`config.mk`:
```
export PLATFORM = sky130hd
export DESIGN_NAME = score_display
export DESIGN_NICKNAME = d
export VERILOG_FILES = /design/src/rtl/score_display_pkg.sv /design/src/rtl/score_display_seg_decoder.sv /design/src/rtl/score_display.sv
export SDC_FILE = /design/constraint.sdc
export NUM_CORES = 1
export LEC_CHECK = 0
export ABC_AREA = 1
export CAP_MARGIN = 5
export CELL_PAD_IN_SITES_DETAIL_PLACEMENT = 1
export CELL_PAD_IN_SITES_GLOBAL_PLACEMENT = 2
export CORE_MARGIN = 1
export CORE_UTILIZATION = 34
export CTS_BUF_LIST = sky130_fd_sc_hd__clkbuf_16
export CTS_CLUSTER_DIAMETER = 150
export CTS_CLUSTER_SIZE = 28
export DETAILED_ROUTE_END_ITERATION = 10
export GPL_ROUTABILITY_DRIVEN = 0
export GPL_TIMING_DRIVEN = 0
export PLACE_DENSITY_LB_ADDON = 0.1
export SYNTH_ARGS = -nofsm -noshare
export SYNTH_HDL_FRONTEND = slang
export SYNTH_HIERARCHICAL = 1
export SYNTH_SLANG_ARGS = --single-unit
```
`constraint.sdc`:
```
create_clock -name clk -period 5.25 [get_ports clk]
set_clock_uncertainty 0.2 [all_clocks]
set_input_delay 1.05 -clock clk [delete_from_list [all_inputs] [get_ports clk]]
set_output_delay 1.05 -clock clk [all_outputs]
set_load 0.01 [all_outputs]
```
`src/rtl/score_display_pkg.sv`:
```
// Shared constants for the score display: active-low segment patterns and anode selects.
// Also reusable by other multiplexed 7-segment display blocks.
package score_display_pkg;

    // Segment bit positions, active-low: seg[0]=a .. seg[6]=g, seg[7]=dp.
    localparam int unsigned DP_BIT = 7;

    localparam logic [7:0] SEG_DIGIT [0:9] = '{
        8'hC0, 8'hF9, 8'hA4, 8'hB0, 8'h99,
        8'h92, 8'h82, 8'hF8, 8'h80, 8'h90
    };
    localparam logic [7:0] SEG_DASH  = 8'hBF;
    localparam logic [7:0] SEG_BLANK = 8'hFF;

    localparam logic [3:0] AN_OFF = 4'hF;
    localparam logic [3:0] AN_ONEHOT [0:3] = '{4'hE, 4'hD, 4'hB, 4'h7};

    localparam logic [1:0] IDX_ONES     = 2'd0;
    localparam logic [1:0] IDX_TENS     = 2'd1;
    localparam logic [1:0] IDX_HUNDREDS = 2'd2;
    localparam logic [1:0] IDX_LIVES    = 2'd3;

    function automatic logic [7:0] seg_with_dp(input logic [7:0] pattern);
        logic [7:0] result;
        result         = pattern;
        result[DP_BIT] = 1'b0;
        return result;
    endfunction

endpackage

```
`src/rtl/score_display_seg_decoder.sv`:
```
// Nibble to active-low 7-segment pattern, dp off. Non-BCD nibbles show a dash.
module seg_decoder
    import score_display_pkg::*;
(
    input  logic [3:0] nibble_i,
    output logic [7:0] seg_o
);

    always_comb begin
        seg_o = SEG_DASH;
        case (nibble_i)
            4'd0:    seg_o = SEG_DIGIT[0];
            4'd1:    seg_o = SEG_DIGIT[1];
            4'd2:    seg_o = SEG_DIGIT[2];
            4'd3:    seg_o = SEG_DIGIT[3];
            4'd4:    seg_o = SEG_DIGIT[4];
            4'd5:    seg_o = SEG_DIGIT[5];
            4'd6:    seg_o = SEG_DIGIT[6];
            4'd7:    seg_o = SEG_DIGIT[7];
            4'd8:    seg_o = SEG_DIGIT[8];
            4'd9:    seg_o = SEG_DIGIT[9];
            default: seg_o = SEG_DASH;
        endcase
    end

endmodule

```
`src/rtl/score_display.sv`:
```
// Multiplexed 4-digit common-anode display: 3 BCD score digits with leading-zero blanking
// plus a lives digit with dp. Inputs are snapshotted per frame; optional game-over blink.
module score_display
    import score_display_pkg::*;
#(
    parameter int unsigned SCAN_DIV     = 100000,
    parameter int unsigned BLINK_FRAMES = 64
) (
    input  logic        clk,
    input  logic        rstn,
    input  logic [11:0] score,
    input  logic [3:0]  lives,
    input  logic        game_over,
    output logic [3:0]  an,
    output logic [7:0]  seg
);

    localparam int unsigned CNT_W = $clog2(SCAN_DIV);
    localparam int unsigned FR_W  = (BLINK_FRAMES > 1) ? $clog2(BLINK_FRAMES) : 1;
    localparam logic [CNT_W-1:0] CNT_LAST = CNT_W'(SCAN_DIV - 1);
    localparam logic [FR_W-1:0]  FR_LAST  = FR_W'(BLINK_FRAMES - 1);

    logic [CNT_W-1:0] tick_cnt_q, tick_cnt_d;
    logic [1:0]       idx_q, idx_d;
    logic [11:0]      snap_score_q, snap_score_d;
    logic [3:0]       snap_lives_q, snap_lives_d;
    logic [FR_W-1:0]  frame_cnt_q, frame_cnt_d;
    logic             phase_q, phase_d;
    logic [3:0]       an_q, an_d;
    logic [7:0]       seg_q, seg_d;

    logic       tick;
    logic       frame_end;
    logic [3:0] digit_val;
    logic [7:0] dec_seg;
    logic       blank_digit;

    assign tick      = (tick_cnt_q == CNT_LAST);
    assign frame_end = tick && (idx_q == IDX_LIVES);

    always_comb begin
        tick_cnt_d = tick ? '0 : tick_cnt_q + CNT_W'(1);
        idx_d      = tick ? idx_q + 2'd1 : idx_q;
    end

    always_comb begin
        snap_score_d = snap_score_q;
        snap_lives_d = snap_lives_q;
        if (frame_end) begin
            snap_score_d = score;
            snap_lives_d = lives;
        end
    end

    // Blink phase only advances while game_over is held; dropping it resets to the visible phase.
    always_comb begin
        frame_cnt_d = frame_cnt_q;
        phase_d     = phase_q;
        if (!game_over) begin
            frame_cnt_d = '0;
            phase_d     = 1'b0;
        end else if (frame_end) begin
            if (frame_cnt_q == FR_LAST) begin
                frame_cnt_d = '0;
                phase_d     = ~phase_q;
            end else begin
                frame_cnt_d = frame_cnt_q + FR_W'(1);
            end
        end
    end

    always_comb begin
        digit_val   = snap_lives_q;
        blank_digit = 1'b0;
        case (idx_q)
            IDX_ONES: digit_val = snap_score_q[3:0];
            IDX_TENS: begin
                digit_val   = snap_score_q[7:4];
                blank_digit = (snap_score_q[11:4] == 8'h00);
            end
            IDX_HUNDREDS: begin
                digit_val   = snap_score_q[11:8];
                blank_digit = (snap_score_q[11:8] == 4'h0);
            end
            default: digit_val = snap_lives_q;
        endcase
    end

    seg_decoder u_seg_decoder (
        .nibble_i (digit_val),
        .seg_o    (dec_seg)
    );

    always_comb begin
        an_d  = AN_OFF;
        seg_d = SEG_BLANK;
        if (!blank_digit && !(phase_q && game_over)) begin
            an_d  = AN_ONEHOT[idx_q];
            seg_d = (idx_q == IDX_LIVES) ? seg_with_dp(dec_seg) : dec_seg;
        end
    end

    always_ff @(posedge clk) begin
        if (!rstn) begin
            tick_cnt_q   <= '0;
            idx_q        <= 2'd0;
            snap_score_q <= 12'h000;
            snap_lives_q <= 4'h0;
            frame_cnt_q  <= '0;
            phase_q      <= 1'b0;
            an_q         <= AN_OFF;
            seg_q        <= SEG_BLANK;
        end else begin
            tick_cnt_q   <= tick_cnt_d;
            idx_q        <= idx_d;
            snap_score_q <= snap_score_d;
            snap_lives_q <= snap_lives_d;
            frame_cnt_q  <= frame_cnt_d;
            phase_q      <= phase_d;
            an_q         <= an_d;
            seg_q        <= seg_d;
        end
    end

    assign an  = an_q;
    assign seg = seg_q;

endmodule
```
## After elaboration in Yosys (flattened, before gate mapping)

Memories as Yosys holds them, arrays and structs flattened.
Cells that the tools add are included.

| cells by class | value |
|---|---|
| add/sub/neg operators | 3 |
| $mul | 0 |
| div/mod/pow operators | 0 |
| $lt $le $gt $ge | 1 |
| equal/unequal tests | 5 |
| shifts and indexed selects | 0 |
| multiplexer cells | 7 |
| bitwise gates (word level) | 3 |
| reductions and logical operators | 12 |

Operators with widths:

| kind | count |
|---|---|
| 17-bit by 1-bit adder with 17-bit output (second input constant) | 1 |
| 17-bit == test (second input constant) | 1 |
| 4-bit case mux with 3 select lines | 1 |
| 4-bit binary-select mux with 2-bit select | 1 |
| 8-bit zero test | 1 |
| 4-bit 2-to-1 mux | 2 |
| 8-bit 2-to-1 mux | 1 |
| 6-bit by 1-bit adder with 6-bit output (second input constant) | 1 |
| 6-bit == test (second input constant) | 1 |
| 6-bit 2-to-1 mux | 1 |
| 2-bit AND reduction | 3 |
| 2-bit == test (second input constant) | 2 |
| 4-bit zero test | 1 |
| 3-bit >= comparator (second input constant) | 1 |
| 1-bit logical AND | 3 |
| 2-bit inverter with 3-bit output | 1 |
| 2-bit by 1-bit adder with 2-bit output (second input constant) | 1 |
| 2-bit by 1-bit == test with 1-bit output (second input constant) | 1 |
| 1-bit zero test | 2 |
| 2-bit zero test | 1 |
| 1-bit inverter | 2 |
| 1-bit case mux with 2 select lines | 1 |
| 2-bit OR reduction | 1 |

| storage, ports and cells | value |
|---|---|
| bits in registers | 54 |
| bits in latches | 0 |
| memory bits (writable) | 0 |
| memory bits (read-only) | 112 |
| output and inout port bits | 12 |
| logic and storage cells | 40 |
| memories | 1 |

Memories:

| name | words | bits a word | read ports | clocked after Yosys merged registers in | wr ports | RTL line | text |
|---|---|---|---|---|---|---|---|
| (no name shown) | 16 | 7 | 1 | 0 | 0 | score_display_seg_decoder.sv:11 | `case (nibble_i)` |

## Depth between registers and ports, before layout

Gate-level depths: netlist of the first run.

| depth | value |
|---|---|
| depth in word-level cells | 5 |
| depth in mapped cells | 14 |

## By module

The synthesis of the first run kept the hierarchy.

Modules (own cells, without submodules):

| module | times used | cells each | area an instance (um^2) |
|---|---|---|---|
| score_display | 1 | 369 | 2610.0 |
| seg_decoder | 1 | 37 | 197.7 |

## Worst setup path before layout of the first run

OpenSTA, ideal clock, no wires.

| path | value |
|---|---|
| path type | flip-flop to flip-flop |
| start | register idx_q[1] |
| end | register seg_q[3], in the netlist seg[3] |
| arrival | 2.107 ns |
| data required time | 4.921 ns |
| setup slack | 2.814 ns |
| cell stages (with the launch flop) | 13 |
| buffers on the path | 2 |
| period minus slack after synthesis | 2.436 ns |
| path through | dfxtp_1 > ha_1 > clkbuf_1 > clkbuf_1 > a211oi_1 > a21oi_1 > inv_1 > ha_1 > nand2_1 > nand3_1 > nand2_1 > inv_1 > nand2_1 |

| between the ends | value |
|---|---|
| elaborated cells between the ends (all ways) | 10 |
| those cells by class | 2 x eq/ne; 3 x mux; 4 x reduce/logical; 1 x memory |

RTL lines:

| item | RTL line | text |
|---|---|---|
| start: declaration | score_display.sv:24 | `logic [1:0] idx_q, idx_d;` |
| start signal: assignment | score_display.sv:115 | `idx_q <= idx_d;` |
| 2-bit == test, or another cell as far along | score_display.sv:75 | `case (idx_q)` |
| 4-bit case mux with 3 select lines (*) | score_display.sv:75 |  |
| named net digit_val[1] | score_display.sv:34 | `logic [3:0] digit_val;` |
| memory 16 x 7 bit (*) | -- |  |
| named net dec_seg[3] | score_display.sv:35 | `logic [7:0] dec_seg;` |
| 8-bit 2-to-1 mux (*) | score_display.sv:99 | `seg_d = (idx_q == IDX_LIVES) ? seg_with_dp(dec_seg) : dec_seg;` |
| end signal: assignment | score_display.sv:121 | `seg_q <= seg_d;` |
| end: declaration | score_display.sv:30 | `logic [7:0] seg_q, seg_d;` |

The timed path passes the listed nets; every way through them passes the cells marked *.
A chain may end at the register's enable or synchronous reset.

## Final worst setup path of the first run

Same ends and word-level chain as after synthesis.

==> impl_metrics.json, run 1 <==
{
  "core-area_um2": 7850,
  "cp_data_required_time_ns": 5.22,
  "dr.pass1.iters": 4,
  "num-nets-final": 473,
  "maxCapViolations": 0,
  "drt-vias-per-instance": 4.58,
  "worstSkewPairLatency_ns": 0.29,
  "hold_slack_ns": 0.252,
  "yosysUniqueCellTypes": 30,
  "p_leak_nw": 1.45,
  "htree_num_levels": 2,
  "path_clk_slew_ns": 0.07,
  "syn_avg_cell_area_um2": 6.92,
  "maxSlewHeadroom": 0.573,
  "synth-seq-cells": 54,
  "antenna_found_initial": 0,
  "final_cell_mix": "108 x nand2_1, 59 x inv_1, 54 x dfxtp_1, 47 x nor2_1, 29 x clkdlybuf4s50_1",
  "ys.flop_type": "dfxtp_1",
  "die_h_um": 92.9,
  "cts_hold_buf": 0,
  "setup_tns_ns": 0,
  "worst_pin_slew_ns": 0.640,
  "design_area_um2": 3370,
  "cts_inserted_buffers": 5,
  "dpl-instance-area_um2": 3230,
  "crit_chain": "ha_1 -> clkbuf_1 -> clkbuf_1 -> a211oi_1 -> a21oi_1 -> inv_1 -> ha_1 -> nand2_1 -> nand3_1 -> nand2_1 -> inv_1 -> nand2_1",
  "cp_top_family": "buffers and inverters",
  "path_depth": 12,
  "cts_setup_buffers": 0,
  "cts_buffer_depth": 2,
  "cpPeakStageDelay_ns": 0.43,
  "rows": 32,
  "critical_path_class": "flip-flop to flip-flop",
  "cp.arrival_ns": 2.97,
  "ir_drop_mv": 0.134,
  "drtIter0Drc": 42,
  "cp_slowest_cell": "clkbuf_1",
  "ant_nets": 0,
  "diodes": 0,
  "crit_top_cell": "nand2_1",
  "die_area_um2": 8630,
  "die-width_um": 92.9,
  "grt_setup_unrepaired": "no",
  "ys_warn_count": 6,
  "synth_edf_count": 0,
  "fin_crit_sh": 0.572,
  "tritoncts": "done",
  "n_fill_cell": 1036,
  "cts.sinks": 54,
  "cts-root-buf": "clkbuf_16",
  "grtUsageTotal": 0.170,
  "end_kind": "flip-flop",
  "grt_max_degree": 17,
  "drc_errors": 0,
  "dp_hpwl_um": 5140,
  "wire_per_inst_um": 12.0,
  "pin_count": 31,
  "hold_path.class": "flip-flop to flip-flop",
  "wl_um": 6560,
  "startpoint_type": "flip-flop",
  "portBuffers": 29,
  "drive_gt1_frac": 0.104,
  "crit_buf_inv": 4,
  "finalHoldViolCount": 0,
  "ys_async_sr_fraction": 0,
  "slew_viol_final": 0,
  "max_freq_mhz": 333,
  "synth_fp_nets": 437,
  "grt_pass1_wl_um": 11500,
  "globalRouteOverflowTotal": 0,
  "fin_crit_ns": 3.00,
  "worstHoldPathCells": 1,
  "status": "finished clean",
  "p_total_mw": 0.783,
  "areaGrowthSynthToFinish_pct": 19.9,
  "powerDensity_nw_per_um2": 232,
  "via_count": 2495,
  "netlist_instances": 406,
  "final_common_cell": "nand2_1",
  "yosysSeqAreaShare": 0.385,
  "postCtsResizedCells": 0,
  "cp_max_fo": 10,
  "initial_core_util": 0.358,
  "r2r_cells": 12,
  "setup_viol": 0,
  "syn-cell-area_um2": 2810,
  "grt_pass1_vias": 2440
}
routing by layer:
metal,vias up,part of all wire,routed length [um],GRT usage
li1,1323,-,-,-
met1,1138,0.52,3430,0.232
met2,28,0.44,2900,0.275
met3,6,0.023,152,0.0271
met4,0,0.012,81,0.0500
met5,-,0,0,0
path summary, 6_finish.rpt:
| kind | start | endpoint | slack, ns |
|---|---|---|---|
| max | idx_q[1] | seg[3] | 2.25 |
| min | tick_cnt_q[0] | tick_cnt_q[0] | 0.25 |
| max reg2reg | idx_q[1] | seg[3] | 2.25 |
| min reg2reg | tick_cnt_q[0] | tick_cnt_q[0] | 0.25 |
cells in the mapped netlist (4+ instances only):
library cell  number  area (um^2)
inv_1             59          221
nor2_1            47          176
inv_2              7         26.3
a211oi_1           4         30.0
xor2_1             6         52.6
nand3_1           16         80.1
nand4_1           12         75.1
clkbuf_1           5         18.8
a21oi_1           21          105
ha_1              12          150
nor2_2            14         87.6
nand2_1          108          405
dfxtp_1           54         1080
nand3_2            4         40.0
o21ai_0            8         40.0
o22ai_1            4         25.0
registers in the layout (all words and copies together) (netlist names):
signal	count
snap_score_q	12
snap_lives_q	4
phase_q	1
seg	8
an	4
frame_cnt_q	6
idx_q	2
tick_cnt_q	17
report_power, final:
group	internal (mW)	switching (mW)	total, mW
sequential	0.414	0.00215	0.417
combinational	0.0214	0.0161	0.0375
clock	0.175	0.154	0.329
area by class of cell:
type | instances | area [um^2] | area share
well taps | 102 | 128 | 0.0379
clock buffers | 5 | 125 | 0.0372
flip-flops and latches | 54 | 1080 | 0.321
clock inverters | 3 | 16.3 | 0.00483
plain buffers | 11 | 66.3 | 0.0197
inverters | 66 | 248 | 0.0736
multi-input cells | 275 | 1410 | 0.420
repair buffers | 29 | 290 | 0.0862
cells by family after synthesis:
family                     Yosys count  synth area share
AOI/OAI and AO/OA                   39            0.0762
xor gates and xnor gates             8            0.0250
adders and majority gates           12            0.0535
buffers and inverters               77             0.112
DFF                                 54             0.385
other                                1           0.00134
and+or+nand+nor                    215             0.347
worst reg2reg max path, stage by stage (launching register included):
cell,delay [ns]
dfxtp_1,0.41
ha_1,0.18
clkbuf_1,0.33
clkbuf_1,0.43
a211oi_1,0.12
a21oi_1,0.38
inv_1,0.18
ha_1,0.31
nand2_1,0.06
nand3_1,0.12
nand2_1,0.05
inv_1,0.06
nand2_1,0.05
stage by stage:
step	cells	worst slack [ns]	util
3_5_place_dp	537	2.23	0.411
2_1_floorplan	406	2.81	-
6_report	545	2.25	0.429
3_3_place_gp	537	2.26	0.411
4_1_cts	545	2.18	0.429
5_1_grt	545	1.92	0.429
Note: power is estimated with default switching activity, not from simulation.
==> run 2: changes to the inputs <==
--- a/config.mk
+++ b/config.mk
@@ -10,7 +10,7 @@
 export CELL_PAD_IN_SITES_DETAIL_PLACEMENT = 1
 export CELL_PAD_IN_SITES_GLOBAL_PLACEMENT = 2
 export CORE_MARGIN = 1
-export CORE_UTILIZATION = 34
+export CORE_UTILIZATION = 31
 export CTS_BUF_LIST = sky130_fd_sc_hd__clkbuf_16
 export CTS_CLUSTER_DIAMETER = 150
 export CTS_CLUSTER_SIZE = 28
==> constraint.sdc (replaced) <==
create_clock -name clk -period 2.8 [get_ports clk]
set_clock_uncertainty 0.2 [all_clocks]
set_input_delay 0.56 -clock clk [delete_from_list [all_inputs] [get_ports clk]]
set_output_delay 0.56 -clock clk [all_outputs]
set_load 0.01 [all_outputs]
==> run 2 against run 1 <==
Compared with the run above:
- global-route usage shrank 1.7 points
- via count shrank 1.4%
- critical path type unchanged
- non-clock buffer count shrank 1
==> impl_metrics.json, run 2 (synthesis gave the netlist of run 1 again) <==
{
  "status": "finished clean",
  "diodes": 0,
  "core-area_um2": 8760,
  "drtIter0Drc": 64,
  "p_total_mw": 1.55,
  "tritoncts": "done",
  "antenna_found_initial": 0,
  "design_area_um2": 3390,
  "cp_data_required_time_ns": 2.76,
  "p_switching_mw": 0.317,
  "cp_max_fo": 10,
  "swShare": 0.205,
  "setup_tns_ns": 0,
  "register_area_um2": 1080,
  "cp.arrival_ns": 2.55,
  "grtUsageTotal": 0.153,
  "fin_crit_ns": 2.59,
  "pin_count": 31,
  "ant_nets": 0,
  "htree_num_levels": 2,
  "p_leak_nw": 1.46,
  "startpoint_type": "flip-flop",
  "cts_inserted_buffers": 5,
  "cts_buffer_depth": 2,
  "stdcell_count": 549,
  "die_h_um": 97.2,
  "cts-root-buf": "clkbuf_16",
  "max_freq_mhz": 387,
  "dpl-instance-area_um2": 3230,
  "worst_pin_slew_ns": 0.618,
  "grt_pass1_vias": 2428,
  "grt_max_degree": 16,
  "path_clk_slew_ns": 0.07,
  "end_kind": "flip-flop",
  "p_comb_frac": 0.045,
  "ir_drop_mv": 0.215,
  "wire_per_inst_um": 12.3,
  "portBuffers": 29,
  "clkPwrFrac": 0.450,
  "wl_um": 6760,
  "critical_path_class": "flip-flop to flip-flop",
  "drt-vias-per-instance": 4.48,
  "cts_hold_buf": 0,
  "maxCapViolations": 0,
  "rows": 34,
  "postCtsResizedCells": 1,
  "die_area_um2": 9440,
  "final_common_cell": "nand2_1",
  "final_cell_mix": "108 x nand2_1, 59 x inv_1, 54 x dfxtp_1, 47 x nor2_1, 29 x clkdlybuf4s50_1",
  "maxSlewHeadroom": 0.588,
  "finalHoldViolCount": 0,
  "initial_core_util": 0.320,
  "multi_input_area_um2": 1420,
  "die-width_um": 97.2,
  "dp_hpwl_um": 5220,
  "grt_pass1_wl_um": 11700,
  "p_int_mw": 1.23,
  "via_count": 2460,
  "cts.sinks": 54,
  "grt_setup_unrepaired": "no",
  "drc_errors": 0,
  "areaGrowthSynthToFinish_pct": 20.8,
  "drive_gt1_frac": 0.109,
  "placedCellCount": 543,
  "setup_viol": 0,
  "slew_viol_final": 0,
  "worstSkewPairLatency_ns": 0.29,
  "largest_reg_flops": 17,
  "hold_path.class": "flip-flop to flip-flop",
  "fin_crit_sh": 0.923,
  "hold_slack_ns": 0.259,
  "cts_setup_buffers": 0,
  "largest-register": "tick_cnt_q",
  "n_fill_cell": 1112,
  "powerDensity_nw_per_um2": 457,
  "dr.pass1.iters": 4,
  "num-nets-final": 472,
  "power_frac_seq": 0.504,
  "globalRouteOverflowTotal": 0
}
==> run 2: through the flow <==
step	worst slack, ns	utilization
global route	0.00310	0.387
CTS	0.0807	0.387
detailed placement	-0.175	0.369
floorplan	0.364	-
global placement	-0.150	0.369
finish	0.214	0.387
==> run 2: power groups by stage <==
stage	Clock [mW]	Sequential (mW)	Combinational, mW
after floorplan	0	0.802	0.0226
after global placement	0	0.799	0.0706
after detailed placement	0	0.800	0.0714
after CTS	0.717	0.781	0.0717
after global routing	0.750	0.783	0.0781
final	0.698	0.781	0.0701
==> run 2: per-layer routing <==
layer,vias to the layer above,wire length (um),track usage
met5,-,0,0
met4,0,75,0.0413
met3,5,175,0.0266
met2,32,2910,0.244
met1,1107,3600,0.211
li1,1316,-,-
==> run 2: critical path, cell delays in order (launching register included) <==
cell	delay, ns
dfxtp_1	0.41
ha_2	0.33
clkbuf_2	0.27
a211oi_1	0.10
a21oi_1	0.35
inv_1	0.17
ha_1	0.31
nand2_1	0.06
nand3_1	0.12
nand2_1	0.05
inv_1	0.05
nand2_1	0.04
==> run 2: final cells by class <==
| class | instances | area share |
|---|---|---|
| well taps | 108 | 0.0398 |
| flip-flops and latches | 54 | 0.319 |
| inverters | 66 | 0.0730 |
| plain buffers | 10 | 0.0188 |
| clock buffers | 5 | 0.0369 |
| clock inverters | 2 | 0.00996 |
| multi-input cells | 275 | 0.417 |
| repair buffers | 29 | 0.0856 |
==> run 2: final timing paths <==
kind,start,endpoint,slack (ns),cells past startpoint
worst max-delay path,idx_q[1],seg[3],0.21,11
worst min-delay path,tick_cnt_q[0],tick_cnt_q[0],0.26,1
worst max register to register,idx_q[1],seg[3],0.21,11
worst min register to register,tick_cnt_q[0],tick_cnt_q[0],0.26,1
